**src/rtl/sync_2ff.sv**
```systemverilog
`default_nettype none
// +------------------------------------------------------------------+
// | sync_2ff: two-flop synchronizer for an asynchronous level input. |
// | Rev 1.0                                                          |
// +------------------------------------------------------------------+
module sync_2ff (
  input  logic clk,
  input  logic rst_n,
  input  logic i_d,
  output logic o_q
);

  logic r_meta;
  logic r_sync;

  always_ff @(posedge clk) begin
    if (!rst_n) begin
      r_meta <= 1'b0;
      r_sync <= 1'b0;
    end else begin
      r_meta <= i_d;
      r_sync <= r_meta;
    end
  end

  assign o_q = r_sync;

endmodule
`default_nettype wire

```
**src/rtl/btn_pulse_gen.sv**
```systemverilog
`default_nettype none
// +------------------------------------------------------------------+
// | btn_pulse_gen: debounces a raw push-button and emits one-cycle   |
// | strobes per press, with optional auto-repeat while held.         |
// | Rev 1.0                                                          |
// +------------------------------------------------------------------+
module btn_pulse_gen #(
  parameter int DEBOUNCE_CYCLES = 1_000_000,
  parameter bit REPEAT_EN       = 1'b0,
  parameter int REPEAT_DELAY    = 50_000_000,
  parameter int REPEAT_PERIOD   = 10_000_000
) (
  input  logic clk,
  input  logic rst_n,
  input  logic btn,
  output logic pulse,
  output logic held
);

  localparam int c_MAX_DR  = (DEBOUNCE_CYCLES > REPEAT_DELAY) ? DEBOUNCE_CYCLES : REPEAT_DELAY;
  localparam int c_MAX_CYC = (c_MAX_DR > REPEAT_PERIOD) ? c_MAX_DR : REPEAT_PERIOD;
  localparam int c_CNT_W   = (c_MAX_CYC > 1) ? $clog2(c_MAX_CYC) : 1;

  localparam logic [c_CNT_W-1:0] c_DB_LAST  = c_CNT_W'(DEBOUNCE_CYCLES - 1);
  localparam logic [c_CNT_W-1:0] c_DLY_LAST = c_CNT_W'(REPEAT_DELAY - 1);
  localparam logic [c_CNT_W-1:0] c_PER_LAST = c_CNT_W'(REPEAT_PERIOD - 1);

  localparam logic [2:0] c_IDLE       = 3'd0;
  localparam logic [2:0] c_DB_PRESS   = 3'd1;
  localparam logic [2:0] c_PRESSED    = 3'd2;
  localparam logic [2:0] c_REPEAT     = 3'd3;
  localparam logic [2:0] c_DB_RELEASE = 3'd4;

  logic               w_btn_s;
  logic [2:0]         r_state;
  logic [2:0]         w_state_nxt;
  logic [c_CNT_W-1:0] r_cnt;
  logic [c_CNT_W-1:0] w_cnt_nxt;
  logic               r_pulse;
  logic               r_held;
  logic               w_pulse_nxt;
  logic               w_held_nxt;
  logic               w_db_done;
  logic               w_dly_done;
  logic               w_per_done;

  sync_2ff u_sync (
    .clk   (clk),
    .rst_n (rst_n),
    .i_d   (btn),
    .o_q   (w_btn_s)
  );

  assign w_db_done  = (r_cnt == c_DB_LAST);
  assign w_dly_done = (r_cnt == c_DLY_LAST);
  assign w_per_done = (r_cnt == c_PER_LAST);

  // Next state and shared counter; every state change clears the counter.
  always_comb begin
    w_state_nxt = r_state;
    w_cnt_nxt   = r_cnt + 1'b1;
    case (r_state)
      c_IDLE: begin
        w_cnt_nxt = '0;
        if (w_btn_s) w_state_nxt = c_DB_PRESS;
      end
      c_DB_PRESS: begin
        if (!w_btn_s) begin
          w_state_nxt = c_IDLE;
          w_cnt_nxt   = '0;
        end else if (w_db_done) begin
          w_state_nxt = c_PRESSED;
          w_cnt_nxt   = '0;
        end
      end
      c_PRESSED: begin
        if (!w_btn_s) begin
          w_state_nxt = c_DB_RELEASE;
          w_cnt_nxt   = '0;
        end else if (!REPEAT_EN) begin
          w_cnt_nxt = '0;
        end else if (w_dly_done) begin
          w_state_nxt = c_REPEAT;
          w_cnt_nxt   = '0;
        end
      end
      c_REPEAT: begin
        if (!w_btn_s) begin
          w_state_nxt = c_DB_RELEASE;
          w_cnt_nxt   = '0;
        end else if (w_per_done) begin
          w_cnt_nxt = '0;
        end
      end
      c_DB_RELEASE: begin
        if (w_btn_s) begin
          w_state_nxt = c_PRESSED;
          w_cnt_nxt   = '0;
        end else if (w_db_done) begin
          w_state_nxt = c_IDLE;
          w_cnt_nxt   = '0;
        end
      end
      default: begin
        w_state_nxt = c_IDLE;
        w_cnt_nxt   = '0;
      end
    endcase
  end

  // Strobes fire only on accepting a press or on a repeat tick, never on release.
  always_comb begin
    w_pulse_nxt = 1'b0;
    case (r_state)
      c_DB_PRESS: w_pulse_nxt = w_btn_s && w_db_done;
      c_PRESSED:  w_pulse_nxt = w_btn_s && REPEAT_EN && w_dly_done;
      c_REPEAT:   w_pulse_nxt = w_btn_s && w_per_done;
      default:    w_pulse_nxt = 1'b0;
    endcase
    w_held_nxt = (w_state_nxt == c_PRESSED) || (w_state_nxt == c_REPEAT) ||
                 (w_state_nxt == c_DB_RELEASE);
  end

  always_ff @(posedge clk) begin
    if (!rst_n) begin
      r_state <= c_IDLE;
      r_cnt   <= '0;
      r_pulse <= 1'b0;
      r_held  <= 1'b0;
    end else begin
      r_state <= w_state_nxt;
      r_cnt   <= w_cnt_nxt;
      r_pulse <= w_pulse_nxt;
      r_held  <= w_held_nxt;
    end
  end

  assign pulse = r_pulse;
  assign held  = r_held;

endmodule
`default_nettype wire

```
**config.mk**
```make
export PLATFORM = sky130hd
export DESIGN_NAME = btn_pulse_gen
export DESIGN_NICKNAME = d
export VERILOG_FILES = /design/src/rtl/sync_2ff.sv /design/src/rtl/btn_pulse_gen.sv
export SDC_FILE = /design/constraint.sdc
export NUM_CORES = 1
export LEC_CHECK = 0
export ABC_AREA = 1
export BUFFER_PORTS_ARGS = -buffer_cell sky130_fd_sc_hd__buf_2
export CAP_MARGIN = 30
export CORE_UTILIZATION = 40
export DETAILED_ROUTE_END_ITERATION = 8
export MAX_ROUTING_LAYER = met4
export PLACE_DENSITY = 0.61
export SLEW_MARGIN = 0
export SYNTH_ARGS = -nofsm -noshare
export SYNTH_HDL_FRONTEND = slang
export SYNTH_HIERARCHICAL = 1
export SYNTH_SLANG_ARGS = --single-unit
```
**constraint.sdc**
```tcl
create_clock -name clk -period 2.71 [get_ports clk]
set_clock_uncertainty 0.15 [all_clocks]
set_input_delay 0.271 -clock clk [delete_from_list [all_inputs] [get_ports clk]]
set_output_delay 0.271 -clock clk [all_outputs]
set_load 0.005 [all_outputs]
```
Word-level counts from Yosys, hierarchy flattened:

Index checks and enable logic that the tools add are counted.

* bits in registers: 33
* output and inout bits: 2

* add/subtract/negate cells: 1
* equal/unequal tests: 9
* muxes and demuxes: 14
* reductions and logical operators: 6

Operator list (count)
* $mux 26: 5
* $pmux 26 s3: 1
* $add 26x1->26 const B: 1
* $eq 26x20->1 const B: 1
* $eq 26x24->1 const B: 1
* $mux 3: 6
* $eq 3x2->1 const B: 4
* $pmux 3 s4: 1
* $eq 3x3->1 const B: 2
* $eq 3x1->1 const B: 1
* $logic_not 3->1: 1
* $logic_and 1x1->1: 2
* $logic_or 1x1->1: 2
* $pmux 1 s2: 1
* $reduce_or 2->1: 1

Longest topological paths before layout:

Gate-level depths: netlist (run 1).

* word-level depth: 7
* gate-level depth with buffers: 11

By module:

The synthesis (run 1) kept the hierarchy.

Modules (own cells, without submodules)
* btn_pulse_gen: times used 1, cells each 278, area each 1850.5 µm²
* sync_2ff: times used 1, cells each 6, area each 55.1 µm²

Worst setup path before layout (run 1):

OpenSTA, ideal clock, no wires.

* kind: register -> register
* from: register r_cnt[0]
* to: register r_cnt[22]
* library setup time: 0.117 ns
* data arrival time: 1.370 ns
* required time: 2.443 ns
* setup slack: 1.073 ns
* stages on the path, launching flop included: 12
* path buffers: 1
* clock period less this slack: 1.637 ns
* cells stage by stage: dfxtp_1 ha_1 nand3_2 inv_2 nand2_2 nor2_2 nand3_1 nand2_1 nand2_4 nand2_4 buf_12 nor2_2

* cells in the longest elaborated chain, start to end: 4

RTL lines
* from (decl): RTL line btn_pulse_gen.sv:37 `logic [c_CNT_W-1:0] r_cnt;`
* from (signal assigned): RTL line btn_pulse_gen.sv:132 `r_cnt <= w_cnt_nxt;`
* $add 26x1->26, or another cell as far along: RTL line btn_pulse_gen.sv:61 `w_cnt_nxt = r_cnt + 1'b1;`
* $mux 26 (on tied branches): RTL line btn_pulse_gen.sv:71, btn_pulse_gen.sv:99, btn_pulse_gen.sv:91
* $mux 26 (on tied branches): RTL line btn_pulse_gen.sv:96, btn_pulse_gen.sv:88, btn_pulse_gen.sv:68
* $pmux 26 s3 *: RTL line btn_pulse_gen.sv:62 `case (r_state)`

Mark *: on every way between the ends. The rest lies on a longest branch, timed or not.
A chain may end at the register's enable or synchronous reset.

Worst setup path in the final report (run 1):

* from: register r_cnt[0]
* to: register r_cnt[17]

The elaborated chain is that of the path after synthesis.

==> flow_summary.toml, run 1 <==
[outcome]
status = "complete, no violations"

[grt]
grt_pass1_wl_um = 7280
grt_usage_pct = 19.1
grt_max_degree = 21
grt_pass1_vias = 1669
grt_overflow = 0
antenna_found_initial = 0

[clock_network]
clk_latency_ns = 0.29
htreeDepth = 2
postCtsSetupBuffers = 0
clk_path_buf_depth = 2
post_cts_resized = 0
cts_tree = "done"
cts_made_buffers = 5
cts.sinks = 33
cts.clk_slew.worst_paths_ns = 0.07
ctsRootBufferMaster = "clkbuf_8"
cts_hold_buf = 0

[critical_path]
criticalPathCategory = "register to register"
reg2reg_from = "r_cnt[0]"
ff2ff_path_depth = 10
crit_path_end = "r_cnt[17]"
r2r-end = "r_cnt[17]"
crit_arrival_ns = 1.90
critPathLaunchType = "register"
crit_chain = "ha_1 > nand3_2 > inv_2 > nand2_2 > nor2_2 > nand3_1 > nand2_1 > nand2_4 > nand2_4 > nor2_2"
required_ns = 2.73
critPathCaptureType = "register"
cp_slowest_stage_delay_ns = 0.39
critPathSlowestCell = "dfxtp_1"
cp-startpoint = "r_cnt[0]"
crit_fanout = 20
reg2reg_setup_slack_ns = 0.83

[pwr]
p_per_area_nw_per_um2 = 455
p_leak_nw = 0.817
ir_drop_uv = 294

[route]
postRouteAntennaNets = 0
drt_pass1_iterations = 4
dr_total_vias = 1731
drtIter0Drc = 158
wire_per_inst_um = 11.7
viasPerCell = 5.02
drc = 0
drt_wl_total_um = 4050

[cells_and_area]
drive_above_1_share_pct = 15.7
area_growth_syn_to_layout_pct = 8.27
final_cell_count_no_fill = 345
fin_util_pct = 46.1
finalNetCount = 297
antenna_cells = 0

[timing]
setup_violations = 0
rsz0062_at_grt = "false"
post-route-min-period_ns = 1.88
maxSlewViolCount = 0
maxSlewHeadroom_pct = 75.7
tightest_slew_ns = 0.361
final_hold_viol_count = 0
clock.fmax_ghz = 0.531
fin_crit_sh_pct = 69.4
finalSetupTns_ns = 0

[yosys]
synth_warnings = 6
ys_ff_latch = 33
synthesis.nets = 288
syn_inst = 284
ys.flop_type = "dfxtp_1"
async_flop_share_pct = 0
synth_top_area_cell = "dfxtp_1"
syn-cell-area_um2 = 1910
synth_top_area_share_pct = 34.7
ys_top_cells_by_area = "dfxtp_1 (35%), nand2_1 (13%), inv_1 (8.7%)"
ys_seq_area_share_pct = 34.7
netlist-cell-type-count = 26
synth.avg_cell_area_um2 = 6.71
synth_edf_count = 0

[floorplan]
initial_core_util_pct = 42.6
die_h_um = 71.0
chipWidth_um = 71.0
io-pin-count = 5
num_rows = 24
die_area_um2 = 5040
core_area_um2 = 4470

[placement]
portBuffers = 4
dp_cells = 338
dp_hpwl_um = 3200
place_congestion = 0.858

[min_path]
hold_path_depth = 3
hp-class = "input port to register"

[run]
max-cap-violations = 0
==> routing by layer <==
| layer | up-vias | wire length, um | global-route usage, % |
|---|---|---|---|
| li1 | 907 | - | - |
| met1 | 766 | 1860 | 24.1 |
| met2 | 47 | 1840 | 29.7 |
| met3 | 11 | 242 | 3.99 |
| met4 | 0 | 105 | 7.78 |
| met5 | - | 0 | - |
==> cell usage in the layout, fill, tap and decap left out, drive strengths merged <==
master | synthesis | final
nand3 | 19 | 19
clkinv | 0 | 1
nor3 | 13 | 13
clkbuf | 0 | 5
inv | 48 | 48
nand2 | 69 | 69
xnor2 | 2 | 2
or2 | 2 | 2
a21oi | 4 | 4
dfxtp | 33 | 33
nor4 | 2 | 2
nand4 | 11 | 11
bufinv | 0 | 1
and3 | 1 | 1
ha | 1 | 1
buf | 2 | 4
o21ai | 7 | 7
nor2 | 58 | 58
xor2 | 12 | 12
==> worst min path at each step <==
stage                  start            end  slack [ns]
2_1_floorplan          rst_n     u_sync/o_q        0.21
3_3_place_gp   u_sync/r_meta     u_sync/o_q        0.25
3_5_place_dp   u_sync/r_meta     u_sync/o_q        0.26
4_1_cts                  btn  u_sync/r_meta       0.002
5_1_grt                  btn  u_sync/r_meta        0.01
6_report                 btn  u_sync/r_meta        0.01
==> Yosys cell counts (2+ instances only) <==
| cell | instances |
|---|---|
| nor2_1 | 40 |
| nand2_2 | 3 |
| nor2_4 | 2 |
| inv_2 | 4 |
| xnor2_1 | 2 |
| nand4_1 | 11 |
| inv_1 | 44 |
| nand3_2 | 3 |
| nor4_1 | 2 |
| o21ai_0 | 6 |
| xor2_1 | 12 |
| nand2_4 | 2 |
| nand2_1 | 64 |
| dfxtp_1 | 33 |
| nor2_2 | 16 |
| a21oi_1 | 3 |
| or2_2 | 2 |
| nor3_2 | 2 |
| nand3_1 | 16 |
| nor3_1 | 11 |
==> power by group <==
group,switching [W],internal (W)
clock,0.000176,0.000267
combinational,0.00000568,0.00000297
sequential,0.00000118,0.000487
total,0.000183,0.000757
==> metrics by stage <==
step           cell area (um2)  hold slack, ns  total power, W  setup slack (ns)
5_1_grt                   2060          0.0125        0.000970             0.624
6_report                  2060          0.0104        0.000939             0.828
3_3_place_gp              1960           0.247        0.000508             0.861
4_1_cts                   2060         0.00214        0.000951             0.797
2_1_floorplan             1910           0.214        0.000504              1.07
3_5_place_dp              1960           0.256        0.000507             0.819
==> sequential cells by signal, summed over array words and instances (netlist names) <==
signal,cells
r_state,3
pulse,1
held,1
u_sync/r_meta,1
u_sync/o_q,1
r_cnt,26
==> kinds of logic after synthesis <==
kind of cell	count (synthesis)	share of synthesized area [%]
compound gates	11	3.09
xor+xnor	14	6.43
fa+ha+maj	1	0.656
buf+inv	50	11.1
flops	33	34.7
simple gates	175	44.1
==> area by class of cell <==
class	count	area, um2
sequential	33	661
clock buffer	5	68.8
tap	52	65.1
timing repair buffer	4	20.0
fill	464	2410
multi-input combinational	201	1030
clock inverter	2	35.0
inverter	48	180
==> critical path, delay by kind of cell, from the launching register on <==
kind	cells	cell delay (ns)
flip-flops	1	0.39
buffers and inverters	1	0.08
adder cells (fa/ha/maj)	1	0.22
AND/OR/NAND/NOR	8	0.92
No activity file was read; power rests on OpenSTA's default activity.
==> inputs of run 2 (changes only) <==
--- a/config.mk
+++ b/config.mk
@@ -5,7 +5,7 @@
 export SDC_FILE = /design/constraint.sdc
 export NUM_CORES = 1
 export LEC_CHECK = 0
-export ABC_AREA = 1
+export ABC_AREA = 0
 export BUFFER_PORTS_ARGS = -buffer_cell sky130_fd_sc_hd__buf_2
 export CAP_MARGIN = 30
 export CORE_UTILIZATION = 40
==> constraint.sdc (replaced) <==
create_clock -name clk -period 1.82 [get_ports clk]
set_clock_uncertainty 0.15 [all_clocks]
set_input_delay 0.182 -clock clk [delete_from_list [all_inputs] [get_ports clk]]
set_output_delay 0.182 -clock clk [all_outputs]
set_load 0.005 [all_outputs]
==> run 2 against run 1 <==
  * The run now ends with setup timing left
  * Clock power increased by 18%
  * Register-to-register slack got worse by 1.0 ns
  * Critical path type unchanged
  * Sequential share of layout area is 5.9 points lower
  * Flip-flop and latch count is the same
  * Total power increased by 35%
  * Via count increased by 5.4%
  * Cell area up 26%
  * Non-clock buffer count up 57
  * Hold slack improved by 0.00051 ns
  * Area after synthesis fell by 9.3%
  * Routed wire length is 33% higher
==> flow_summary.toml, run 2 <==
[critical_path]
crit_fanout = 7
crit_arrival_ns = 2.02
reg2reg_from = "r_cnt[21]"
critPathCaptureType = "register"
r2r-end = "r_cnt[22]"
reg2reg_setup_slack_ns = -0.19
criticalPathCategory = "register to register"
ff2ff_path_depth = 8
cp-startpoint = "r_cnt[21]"
required_ns = 1.83
crit_path_end = "r_cnt[22]"
critPathLaunchType = "register"

[yosys]
ys_top_cells_by_count = "dfxtp_1 (33), a21oi_1 (13), o21ai_0 (13)"
synthesis.nets = 200
synth_edf_count = 0
syn_inst = 196
netlist-cell-type-count = 48
ys_ff_latch = 33
ys_seq_area_share_pct = 38.2
synth.avg_cell_area_um2 = 8.82
synth_top_area_cell = "dfxtp_1"
yosysMostFrequentCell = "dfxtp_1"
synth_warnings = 6
syn-cell-area_um2 = 1730
async_flop_share_pct = 0
ys.flop_type = "dfxtp_1"
ys_top_cells_by_area = "dfxtp_1 (38%), a22oi_1 (4.8%), a21oi_1 (3.8%)"
synth_top_area_share_pct = 38.2

[clock_network]
cts_tree = "done"
cts.sinks = 33
cts.clk_slew.worst_paths_ns = 0.07
ctsRootBufferMaster = "clkbuf_8"
clk_latency_ns = 0.29
cts_made_buffers = 5
clk_path_buf_depth = 2
htreeDepth = 2

[route]
wire_per_inst_um = 17.8
viasPerCell = 6.02
postRouteAntennaNets = 0
dr_total_vias = 1824
drtIter0Drc = 120
drc = 0
drt_pass1_iterations = 5
drt_wl_total_um = 5400

[grt]
grt_max_degree = 15
antenna_found_initial = 0
grt_pass1_wl_um = 7810
grt_usage_pct = 23.7
grt_pass1_vias = 1680
grt_overflow = 0

[cells_and_area]
top_regs = "r_cnt: 26 flops, r_state: 3 flops"
nFillCells = 321
area_growth_syn_to_layout_pct = 50.8
antenna_cells = 0
largest_register_ffs = 26
regMostFlops = "r_cnt"
drive_above_1_share_pct = 52.6
final_common_cell = "buf_4"
final_cell_mix = "buf_4 (40), dfxtp_1 (19), dfxtp_2 (13), a22oi_2 (12)"
finalNetCount = 258

[floorplan]
die_h_um = 67.8
die_area_um2 = 4590
core_area_um2 = 4090
io-pin-count = 5
num_rows = 23
chipWidth_um = 67.8
initial_core_util_pct = 42.3

[outcome]
status = "complete, but fails checks"
violations = "setup timing"

[timing]
fin_ws_ns = -0.193
rsz0062_at_grt = "true"
clock.fmax_ghz = 0.497
final_hold_viol_count = 0
whs_ns = 0.0109
tightest_slew_ns = 0.529
maxSlewHeadroom_pct = 64.2
fin_crit_sh_pct = 111
post-route-min-period_ns = 2.01
maxSlewViolCount = 0
setup_violations = 29

[pwr]
swShare_pct = 22.3
p_clk_share_pct = 41.3
p_int_w = 0.000981
p_comb_share_pct = 1.3
p_sw_w = 0.000282
pwr-share-seq_pct = 57.4
p_leak_nw = 0.821
p_total_w = 0.00126
p_per_area_nw_per_um2 = 485
ir_drop_uv = 286

[placement]
place_congestion = 0.903
portBuffers = 4
dp_hpwl_um = 3160

[min_path]
hp-class = "input port to register"

[run]
max-cap-violations = 0
-- run 2: logic make-up (layout without fill, tap and decap cells) --
group / count (synthesis) / in the layout / synth area share [%]
adders and majority gates: 1 / 1 / 0.723
and+or+nand+nor: 80 / 81 / 29.8
buffers and inverters: 18 / 74 / 4.99
DFF: 33 / 33 / 38.2
AOI/OAI and AO/OA: 52 / 52 / 20.0
xor gates and xnor gates: 11 / 11 / 5.57
muxes: 1 / 1 / 0.651
-- run 2: worst max-delay path, stage by stage, from the launching register on --
cell and delay (ns):
dfxtp_1 0.40, nor4_2 0.33, nand4_1 0.16, buf_6 0.16, buf_6 0.11, o211ai_4 0.23
buf_6 0.14, buf_8 0.12, a22oi_2 0.08
-- run 2: cell type report --
type	count	area [um2]	share of cell area, %
clock buffer	5	68.8	2.64
clock inverter	1	5.00	0.192
inverter	7	26.3	1.01
multi-input combinational	146	1230	47.4
sequential	33	681	26.1
tap	50	62.6	2.40
timing repair buffer	61	529	20.3
-- run 2: metal layers --
metal  track usage (%)  wire length, um
met3              6.42              197
met4              10.6              126
met2              38.0             2690
met5                 -                0
met1              27.4             2390
-- run 2: worst min path at each step --
stage,startpoint,to,slack (ns),depth (start not counted)
after floorplan,rst_n,u_sync/o_q,0.15,1
after detailed placement,btn,u_sync/r_meta,0.24,2
after global routing,rst_n,u_sync/r_meta,0.04,2
after CTS,rst_n,u_sync/r_meta,0.01,2
final,rst_n,u_sync/r_meta,0.01,2
after global placement,btn,u_sync/r_meta,0.23,2
-- run 2: stage by stage --
stage               util (%)  cells  cell area (um2)  worst slack, ns  TNS [ns]
detailed placement      50.8    275             2080           -0.181     -2.38
global route            63.8    303             2610           -0.242     -5.30
CTS                     57.2    297             2340           -0.165     -2.65
global placement        50.8    275             2080           -0.180     -1.86
floorplan                  -    196             1810          -0.0794     -1.09
finish                  63.8    303             2610           -0.193     -3.99
-- run 2: power groups by stage --
stage,registers (W),clock network (W),logic (W)
after floorplan,0.000742,0,0.00000627
after global placement,0.000743,0,0.0000106
after detailed placement,0.000743,0,0.0000115
after CTS,0.000726,0.000533,0.0000145
after global routing,0.000725,0.000557,0.0000181
final,0.000725,0.000522,0.0000165
-- run 2: timing repair --
| item | CTS | global route |
|---|---|---|
| hold endpoints to repair | 1 | 0 |
| gates cloned | 2 | 2 |
| hold buffers | 1 | 0 |
| resized for setup | 20 | 59 |
| setup buffers | 13 | 6 |
| pin swaps | 17 | 13 |
| endpoints found under the setup margin | 28 | 31 |
==> inputs of run 3 (changes only) <==
--- a/config.mk
+++ b/config.mk
@@ -15,5 +15,4 @@
 export SLEW_MARGIN = 0
 export SYNTH_ARGS = -nofsm -noshare
 export SYNTH_HDL_FRONTEND = slang
-export SYNTH_HIERARCHICAL = 1
 export SYNTH_SLANG_ARGS = --single-unit
==> run 3 against run 2 <==
  * The run still ends with setup timing left
  * Largest power group unchanged
  * Critical path type unchanged
  * Sequential power hardly changed
  * Maximum frequency up 6.7%
  * Critical endpoint unchanged
  * Highest routed layer unchanged
  * Register-to-register slack better by 0.13 ns
==> flow_summary.toml, run 3 <==
[grt]
antenna_found_initial = 0
grt_usage_pct = 20.8
grt_pass1_wl_um = 6630
grt_max_degree = 26
grt_overflow = 0
grt_pass1_vias = 1529

[yosys]
yosysMostFrequentCell = "dfxtp_1"
synthesis.nets = 194
ys.flop_type = "dfxtp_1"
ys_seq_area_share_pct = 39.7
ys_top_cells_by_count = "dfxtp_1 (33), a22oi_1 (12), nand2_1 (12)"
async_flop_share_pct = 0
synth_top_area_share_pct = 39.7
synth_top_area_cell = "dfxtp_1"
ys_top_cells_by_area = "dfxtp_1 (40%), a22oi_1 (5.4%), or3_1 (4.1%)"
syn_inst = 190
synth_edf_count = 0
ys_ff_latch = 33
synth_warnings = 0
synth.avg_cell_area_um2 = 8.76
netlist-cell-type-count = 44
syn-cell-area_um2 = 1660

[cells_and_area]
finalNetCount = 234
seq_area_um2 = 676
drive_above_1_share_pct = 33.0
regMostFlops = "r_cnt"
multi_input_area_um2 = 1030
largest_register_ffs = 26
area_growth_syn_to_layout_pct = 35.0
final_common_cell = "buf_4"
antenna_cells = 0
nFillCells = 352
top_regs = "r_cnt: 26 flops, r_state: 3 flops"
final_cell_count_no_fill = 280
final_cell_mix = "buf_4 (34), dfxtp_1 (25), nand2_1 (12), a22oi_1 (12)"
final_area_um2 = 2250

[clock_network]
ctsRootBufferMaster = "clkbuf_8"
cts.sinks = 33
clk_latency_ns = 0.28
clk_path_buf_depth = 2
htreeDepth = 2
cts.clk_slew.worst_paths_ns = 0.07
cts_tree = "done"
cts_made_buffers = 5

[timing]
final_hold_viol_count = 0
tightest_slew_ns = 0.390
maxSlewHeadroom_pct = 74.0
setup_violations = 18
rsz0062_at_grt = "true"
clock.fmax_ghz = 0.530
post-route-min-period_ns = 1.89
maxSlewViolCount = 0
fin_crit_sh_pct = 104
fin_ws_ns = -0.0670
whs_ns = 0.0458

[critical_path]
critPathCaptureType = "register"
critPathSlowestCell = "or4b_4"
crit_arrival_ns = 1.95
reg2reg_from = "r_cnt[8]"
criticalPathCategory = "register to register"
crit_buf_inv = 0
required_ns = 1.88
cp_slowest_stage_delay_ns = 0.60
crit_chain = "nand4_1 > or4b_4 > or3_1 > a22oi_1"
path_delay_family = "simple AND/OR/NAND/NOR gates"
crit_fanout = 6
cp-startpoint = "r_cnt[8]"
critPathLaunchType = "register"

[pwr]
p_total_w = 0.00130
p_per_area_nw_per_um2 = 578
p_leak_nw = 0.727
ir_drop_uv = 299

[min_path]
hp-class = "input port to register"
hold_path.startpoint = "rst_n"

[outcome]
status = "complete, but fails checks"
violations = "setup timing"

[floorplan]
core_area_um2 = 4000
num_rows = 23
die_area_um2 = 4420
io-pin-count = 5
chipWidth_um = 66.5
initial_core_util_pct = 41.6
die_h_um = 66.5

[run]
max-cap-violations = 0

[placement]
dp_cells = 267
place_congestion = 0.831
dp_hpwl_um = 2720
placed_area_um2 = 2010
portBuffers = 4

[route]
postRouteAntennaNets = 0
drtIter0Drc = 95
viasPerCell = 5.82
drc = 0
drt_pass1_iterations = 4
drt_wl_total_um = 4170
wire_per_inst_um = 14.9
dr_total_vias = 1630
[run 3: report_power, final]
part / internal (W) / switching [W] / total (W)
sequential: 0.000722 / 0.00000279 / 0.000724
clock: 0.000300 / 0.000261 / 0.000561
combinational: 0.00000639 / 0.00000768 / 0.0000141
total: 0.00103 / 0.000272 / 0.00130
[run 3: kinds of logic (layout without fill, tap and decap cells)]
logic type               after synthesis  in the layout  synth area share (%)
multiplexers                           1              1                 0.602
flip-flops                            33             33                  39.7
AO/OA/AOI/OAI                         47             47                  19.1
adder cells (fa/ha/maj)                1              1                 0.752
AND/OR/NAND/NOR                       80             81                  29.2
buffers and inverters                 17             56                  4.81
XOR/XNOR                              11             11                  5.79
[run 3: area by class of cell]
type | count | area share, %
multi-input cells | 141 | 45.9
flip-flops and latches | 33 | 30.1
repair buffers | 44 | 16.6
clock buffers | 7 | 3.84
well taps | 50 | 2.78
inverters | 5 | 0.835
[run 3: path summary, 6_finish.rpt]
path,endpoint,slack (ns),cells after the start
max,r_cnt[22],-0.07,4
min,r_cnt[6],0.05,3
max reg2reg,r_cnt[22],-0.07,4
min reg2reg,u_sync.o_q,0.29,1
[run 3: metrics by stage]
stage / setup WS (ns) / util (%) / setup TNS [ns]
2_1_floorplan: -0.0927 / - / -0.893
3_3_place_gp: -0.109 / 50.1 / -1.74
3_5_place_dp: -0.143 / 50.1 / -2.79
4_1_cts: -0.0615 / 53.5 / -0.159
5_1_grt: -0.115 / 56.2 / -2.20
6_report: -0.0670 / 56.2 / -0.184
[run 3: what timing repair did]
item / CTS / global route
endpoints found under the setup margin: 27 / 29
pin swaps: 4 / 2
cloned: 1 / 1
hold endpoints to repair: 1 / 0
hold buffers: 1 / 0
resized for setup: 7 / 15
setup buffers: 2 / 1
[run 3: layer usage]
layer | GRT usage, % | up-vias | wire (um)
met5 | - | - | 0
met1 | 24.0 | 783 | 1880
li1 | - | 802 | -
met2 | 33.7 | 36 | 2090
met3 | 4.62 | 9 | 123
met4 | 10.6 | 0 | 79
[run 3: worst reg2reg max path: stages, from the launching register on]
cell	delay (ns)
dfxtp_2	0.36
nand4_1	0.18
or4b_4	0.60
or3_1	0.37
a22oi_1	0.16
